**src/rtl/frog_controller.sv**
```systemverilog
// rtl/frog_controller.sv - frog button debounce, grid movement, lives/score game FSM (wrap option: FROG_WRAP_EN)
module frog_controller #(
  parameter int DEBOUNCE_CYCLES = 4,
  parameter int GRID_COLS       = 10,
  parameter int GRID_ROWS       = 8,
  parameter int START_COL       = 5,
  parameter int LIVES           = 3,
  parameter int DEATH_HOLD      = 8
) (
  input  logic       clk,
  input  logic       rst_n,
  input  logic       btn_up,
  input  logic       btn_down,
  input  logic       btn_left,
  input  logic       btn_right,
  input  logic       hit,
  output logic [3:0] frog_col,
  output logic [2:0] frog_row,
  output logic [9:0] frog_x,
  output logic [8:0] frog_y,
  output logic [1:0] lives,
  output logic [7:0] score,
  output logic [1:0] state,
  output logic       died,
  output logic       won
);

  localparam int CW = (DEBOUNCE_CYCLES > 1) ? $clog2(DEBOUNCE_CYCLES) : 1;
  localparam int HW = (DEATH_HOLD > 1) ? $clog2(DEATH_HOLD) : 1;
  localparam logic [CW-1:0] DEB_LAST  = CW'(DEBOUNCE_CYCLES - 1);
  localparam logic [HW-1:0] HOLD_LAST = HW'(DEATH_HOLD - 1);
  localparam logic [3:0]    COL_MAX   = 4'(GRID_COLS - 1);
  localparam logic [3:0]    COL_START = 4'(START_COL);
  localparam logic [2:0]    ROW_START = 3'(GRID_ROWS - 1);
  localparam logic [1:0]    LIVES_INIT = 2'(LIVES);
`ifdef FROG_WRAP_EN
  localparam logic WRAP = 1'b1;
`else
  localparam logic WRAP = 1'b0;
`endif

  typedef enum logic [1:0] {IDLE = 2'd0, PLAY = 2'd1, DEAD = 2'd2, OVER = 2'd3} state_t;

  state_t          state_q;
  logic [3:0]      raw, sync1, sync2, deb, press;
  logic [CW-1:0]   cnt [4];
  logic [HW-1:0]   hold_cnt;
  logic            any_press;

  // bit 0 = up ... bit 3 = right, so lower index means higher move priority
  assign raw       = {btn_right, btn_left, btn_down, btn_up};
  assign any_press = |press;
  assign state     = state_q;
  assign frog_x    = {frog_col, 6'b0};
  assign frog_y    = {frog_row, 6'b0} - {4'b0, frog_row, 2'b0};

  always_ff @(posedge clk) begin
    if (!rst_n) begin
      sync1 <= '0;
      sync2 <= '0;
      deb   <= '0;
      press <= '0;
      for (int i = 0; i < 4; i++) cnt[i] <= '0;
    end else begin
      sync1 <= raw;
      sync2 <= sync1;
      for (int i = 0; i < 4; i++) begin
        press[i] <= 1'b0;
        if (sync2[i] == deb[i]) begin
          cnt[i] <= '0;
        end else if (cnt[i] == DEB_LAST) begin
          cnt[i]   <= '0;
          deb[i]   <= ~deb[i];
          press[i] <= ~deb[i];
        end else begin
          cnt[i] <= cnt[i] + 1'b1;
        end
      end
    end
  end

  always_ff @(posedge clk) begin
    if (!rst_n) begin
      state_q  <= IDLE;
      frog_col <= COL_START;
      frog_row <= ROW_START;
      lives    <= LIVES_INIT;
      score    <= '0;
      died     <= 1'b0;
      won      <= 1'b0;
      hold_cnt <= '0;
    end else begin
      died <= 1'b0;
      won  <= 1'b0;
      case (state_q)
        IDLE: if (any_press) state_q <= PLAY;
        PLAY: begin
          if (hit) begin
            lives    <= lives - 1'b1;
            died     <= 1'b1;
            hold_cnt <= '0;
            state_q  <= DEAD;
          end else if (press[0]) begin
            if (frog_row <= 3'd1) begin
              frog_col <= COL_START;
              frog_row <= ROW_START;
              won      <= 1'b1;
              if (score != 8'hFF) score <= score + 1'b1;
            end else begin
              frog_row <= frog_row - 1'b1;
            end
          end else if (press[1]) begin
            if (frog_row != ROW_START) frog_row <= frog_row + 1'b1;
          end else if (press[2]) begin
            if (frog_col != 4'd0) frog_col <= frog_col - 1'b1;
            else if (WRAP)        frog_col <= COL_MAX;
          end else if (press[3]) begin
            if (frog_col != COL_MAX) frog_col <= frog_col + 1'b1;
            else if (WRAP)           frog_col <= 4'd0;
          end
        end
        DEAD: begin
          if (hold_cnt == HOLD_LAST) begin
            if (lives == 2'd0) begin
              state_q <= OVER;
            end else begin
              frog_col <= COL_START;
              frog_row <= ROW_START;
              state_q  <= PLAY;
            end
          end else begin
            hold_cnt <= hold_cnt + 1'b1;
          end
        end
        OVER: begin
          if (any_press) begin
            state_q  <= IDLE;
            lives    <= LIVES_INIT;
            score    <= '0;
            frog_col <= COL_START;
            frog_row <= ROW_START;
          end
        end
        default: state_q <= IDLE;
      endcase
    end
  end

endmodule

```
**config.mk**
```make
export PLATFORM = sky130hd
export DESIGN_NAME = frog_controller
export DESIGN_NICKNAME = d
export VERILOG_FILES = /design/src/rtl/frog_controller.sv
export SDC_FILE = /design/constraint.sdc
export NUM_CORES = 1
export LEC_CHECK = 0
export BUFFER_PORTS_ARGS = -buffer_cell sky130_fd_sc_hd__buf_2
export CELL_PAD_IN_SITES_DETAIL_PLACEMENT = 0
export CELL_PAD_IN_SITES_GLOBAL_PLACEMENT = 2
export CORE_MARGIN = 1.5
export CORE_UTILIZATION = 31
export CTS_BUF_LIST = sky130_fd_sc_hd__clkbuf_4 sky130_fd_sc_hd__clkbuf_8 sky130_fd_sc_hd__clkbuf_16
export DETAILED_ROUTE_END_ITERATION = 7
export GPL_ROUTABILITY_DRIVEN = 0
export PLACE_DENSITY = 0.74
export SLEW_MARGIN = 40
export SYNTH_ARGS = -nofsm -noshare
export SYNTH_HDL_FRONTEND = slang
export SYNTH_SLANG_ARGS = --single-unit
```
**constraint.sdc**
```tcl
create_clock -name clk -period 2.1 [get_ports clk]
set_input_delay 0.42 -clock clk [delete_from_list [all_inputs] [get_ports clk]]
set_output_delay 0.42 -clock clk [all_outputs]
set_load 0.01 [all_outputs]
```
==> impl_metrics.py <==
metrics = {
    "placement": {
        "dp_cells": 404,
        "dp_hpwl_um": 3649,
        "io_buffers": 38,
    },
    "min_path": {
        "hold_end": "sync1[2]",
        "hp-start": "btn_left",
        "hold-path-cell-count": 2,
        "hold_path_class": "in -> reg",
    },
    "sta": {
        "report.final.hold_viol_count": 0,
        "setup_slack_ns": -0.05622,
        "rsz0062_at_grt": "yes",
        "setup_viol": 6,
        "hold_slack_ns": 0.3130,
        "fmax_mhz": 463.8,
        "period_needed_ns": 2.156,
        "fin_tns_setup_ns": -0.1946,
        "fin_crit_sh_pct": 102.7,
        "fin_worst_skew_ns": 0.003364,
        "maxSlewViolCount": 0,
    },
    "route": {
        "wl_per_cell_um": 11.88,
        "vias": 1926,
        "drt_first_pass_iters": 4,
        "postRouteAntennaNets": 0,
        "drc": 0,
        "totalWireLength_um": 4942,
        "first_iter_violations": 81,
        "vias_per_cell": 4.630,
    },
    "layout": {
        "drive_above_1_share_pct": 27.71,
        "antenna_cells": 0,
        "fin_cells": 416,
        "final-seq-area_mm2": 0.001049,
        "syn_to_final_growth_pct": 25.43,
        "final_nets": 337,
        "fillers": 774,
        "multi_input_area_mm2": 0.001384,
        "post-route-util_pct": 40.25,
    },
    "die": {
        "die_x_um": 92.44,
        "fp.coreArea_mm2": 0.007727,
        "dieHeight_um": 92.44,
        "num_io_pins": 47,
        "dieArea_mm2": 0.008545,
        "rows": 32,
        "initial_core_util_pct": 32.09,
    },
    "power": {
        "powerDensity_mw_per_mm2": 629.0,
        "p_sw_uw": 463.7,
        "p_int_uw": 1493,
        "share_seq_of_total_power_pct": 50.3,
        "leakagePower_uw": 0.001312,
        "pwr-share-comb_pct": 10.9,
        "peakVddDrop_mv": 0.3325,
        "clock_power_share_pct": 38.8,
        "p_sw_share_pct": 23.70,
    },
    "global_route": {
        "grt_start_max_net_pins": 32,
        "grtUsageTotal_pct": 12.45,
        "grt_pass1_vias": 1835,
        "grt_pass1_wl_um": 8583,
        "grt_overflow": 0,
        "antenna_found_initial": 0,
    },
    "cts": {
        "cts_hold_buffers": 0,
        "clock_latency_ns": 0.30,
        "clock_path_buffers": 2,
        "clock-sinks": 48,
        "htreeDepth": 2,
        "clk_pin_slew_worst_paths_ns": 0.09,
        "cts_tree": "yes",
        "cts_buffers": 5,
        "cts_root_buffer": "clkbuf_8",
    },
    "critical_path": {
        "worstPathArrival_ns": 2.40,
        "cp-end-kind": "flip-flop",
        "critPathLaunchType": "flip-flop",
        "timing.reg2reg.setup_slack_ns": -0.06,
        "crit_fanout": 5,
        "timing.rr.start": "frog_row[1]",
        "r2r_cells": 8,
        "reg2reg_to": "score[2]",
        "critPathKind": "reg -> reg",
        "cp.required_ns": 2.35,
    },
    "logic_synthesis": {
        "syn-mean-instance-area_um2": 9.802,
        "synthCells": 253,
        "synth.distinct_cells": 50,
        "synth_seq_cells": 48,
        "async_flop_share_pct": 0,
        "syn_area_mm2": 0.002480,
        "synth-edff-count": 8,
        "seq_area_frac_synth_pct": 41.98,
        "synth-main-ff-cell": "dfxtp_1",
        "yosysWarnings": 0,
    },
    "flow_run": {
        "maxCapViolations": 0,
    },
    "status": {
        "status": "complete, but fails checks",
        "violations": "setup timing",
    },
}
-- worst max-delay path, cell delays in order, from the launching register on --
cell,delay [ns]
dfxtp_4,0.37
inv_4,0.06
ha_4,0.12
o21ba_4,0.15
or4b_4,0.48
o31a_1,0.32
buf_6,0.15
or3_4,0.32
a21oi_2,0.13
-- sequential cells by signal, summed over array words and instances (netlist names), 3 cells and up --
register / cells
cnt: 8
score: 8
deb: 4
frog_col: 4
press: 4
sync1: 4
sync2: 4
frog_row: 3
hold_cnt: 3
-- power by group through the flow --
| stage | Combinational, µW | Clock (µW) | Sequential (µW) |
|---|---|---|---|
| finish | 213 | 759 | 984 |
| global route | 242 | 827 | 989 |
| CTS | 216 | 793 | 985 |
| detailed placement | 214 | 0 | 1010 |
| global placement | 212 | 0 | 1000 |
| floorplan | 148 | 0 | 1010 |
-- worst max-delay path by stage --
stage / start / end
3_5_place_dp: frog_row[1] / score[7]
2_1_floorplan: frog_row[1] / score[2]
4_1_cts: frog_row[1] / score[4]
5_1_grt: frog_row[1] / score[2]
6_report: frog_row[1] / score[2]
3_3_place_gp: frog_row[1] / score[6]
-- cells by family after synthesis --
kind of cell,Yosys count,synth area share [%]
other,2,0.3028
AO/OA/AOI/OAI,42,10.90
AND/OR/NAND/NOR,92,22.76
adder cells (fa/ha/maj),17,8.880
buffers and inverters,31,6.962
multiplexers,13,5.399
flip-flops,48,41.98
XOR/XNOR,8,2.826
-- stage by stage --
stage / cell area [µm²] / setup WS (ns) / power [µW]
finish: 3110 / -0.05622 / 1956
global route: 3110 / -0.1228 / 2058
CTS: 3062 / -0.1151 / 1994
detailed placement: 2880 / -0.1580 / 1219
global placement: 2880 / -0.1358 / 1217
floorplan: 2555 / 0.007552 / 1157
-- placed cells by master, fill, tap and decap left out, types with 6 or more instances in the layout --
master    count
nor2b_1      12
buf_2        38
and2_1        9
nor2_1        7
dfxtp_1      38
buf_4        20
edfxtp_1      8
nand2_1      12
nor4b_1       6
conb_1       16
xnor2_1       7
nand3_1      14
ha_1         15
mux2i_1      10
a21oi_1       9
-- synth_stat cells, types with 4 or more instances --
library cell | number | share of area [%]
nor4b_1 | 6 | 2.1
buf_4 | 13 | 3.9
dfxtp_1 | 40 | 32
and2_1 | 9 | 2.3
nor2b_1 | 12 | 3.0
o21ai_0 | 4 | 0.81
or4_1 | 4 | 1.2
nand2_1 | 12 | 1.8
nor2_1 | 7 | 1.1
a21oi_1 | 12 | 2.4
edfxtp_1 | 8 | 9.7
mux2i_1 | 10 | 4.0
nor4bb_1 | 4 | 1.6
nand2b_1 | 4 | 1.0
xnor2_1 | 7 | 2.5
nor3_1 | 4 | 0.81
o21ai_1 | 5 | 1.0
clkbuf_1 | 9 | 1.4
nand3_1 | 14 | 2.8
inv_1 | 7 | 1.1
ha_1 | 16 | 8.1
-- metal layers --
| metal | global-route usage, % | share of wire, % | vias to the layer above |
|---|---|---|---|
| met5 | 0 | 0 | - |
| met4 | 4.615 | 1.3 | 0 |
| met3 | 2.791 | 4.1 | 5 |
| met2 | 20.16 | 46 | 32 |
| met1 | 16.12 | 48 | 886 |
| li1 | - | - | 1003 |
-- final cells by class --
cell class / instances / area share (%)
Sequential cell: 48 / 33.71
Timing Repair Buffer: 62 / 12.39
Tap cell: 102 / 4.103
Clock buffer: 6 / 3.017
Inverter: 8 / 1.046
Multi-Input combinational cell: 188 / 44.49
Clock inverter: 2 / 1.247
-- timing repair --
action | 4_1_cts | 5_1_grt
setup buffers | 2 | 2
resized for setup | 7 | 8
endpoints found under the setup margin | 8 | 10
pin swaps | 15 | 4
(Power assumes the default switching activity.)
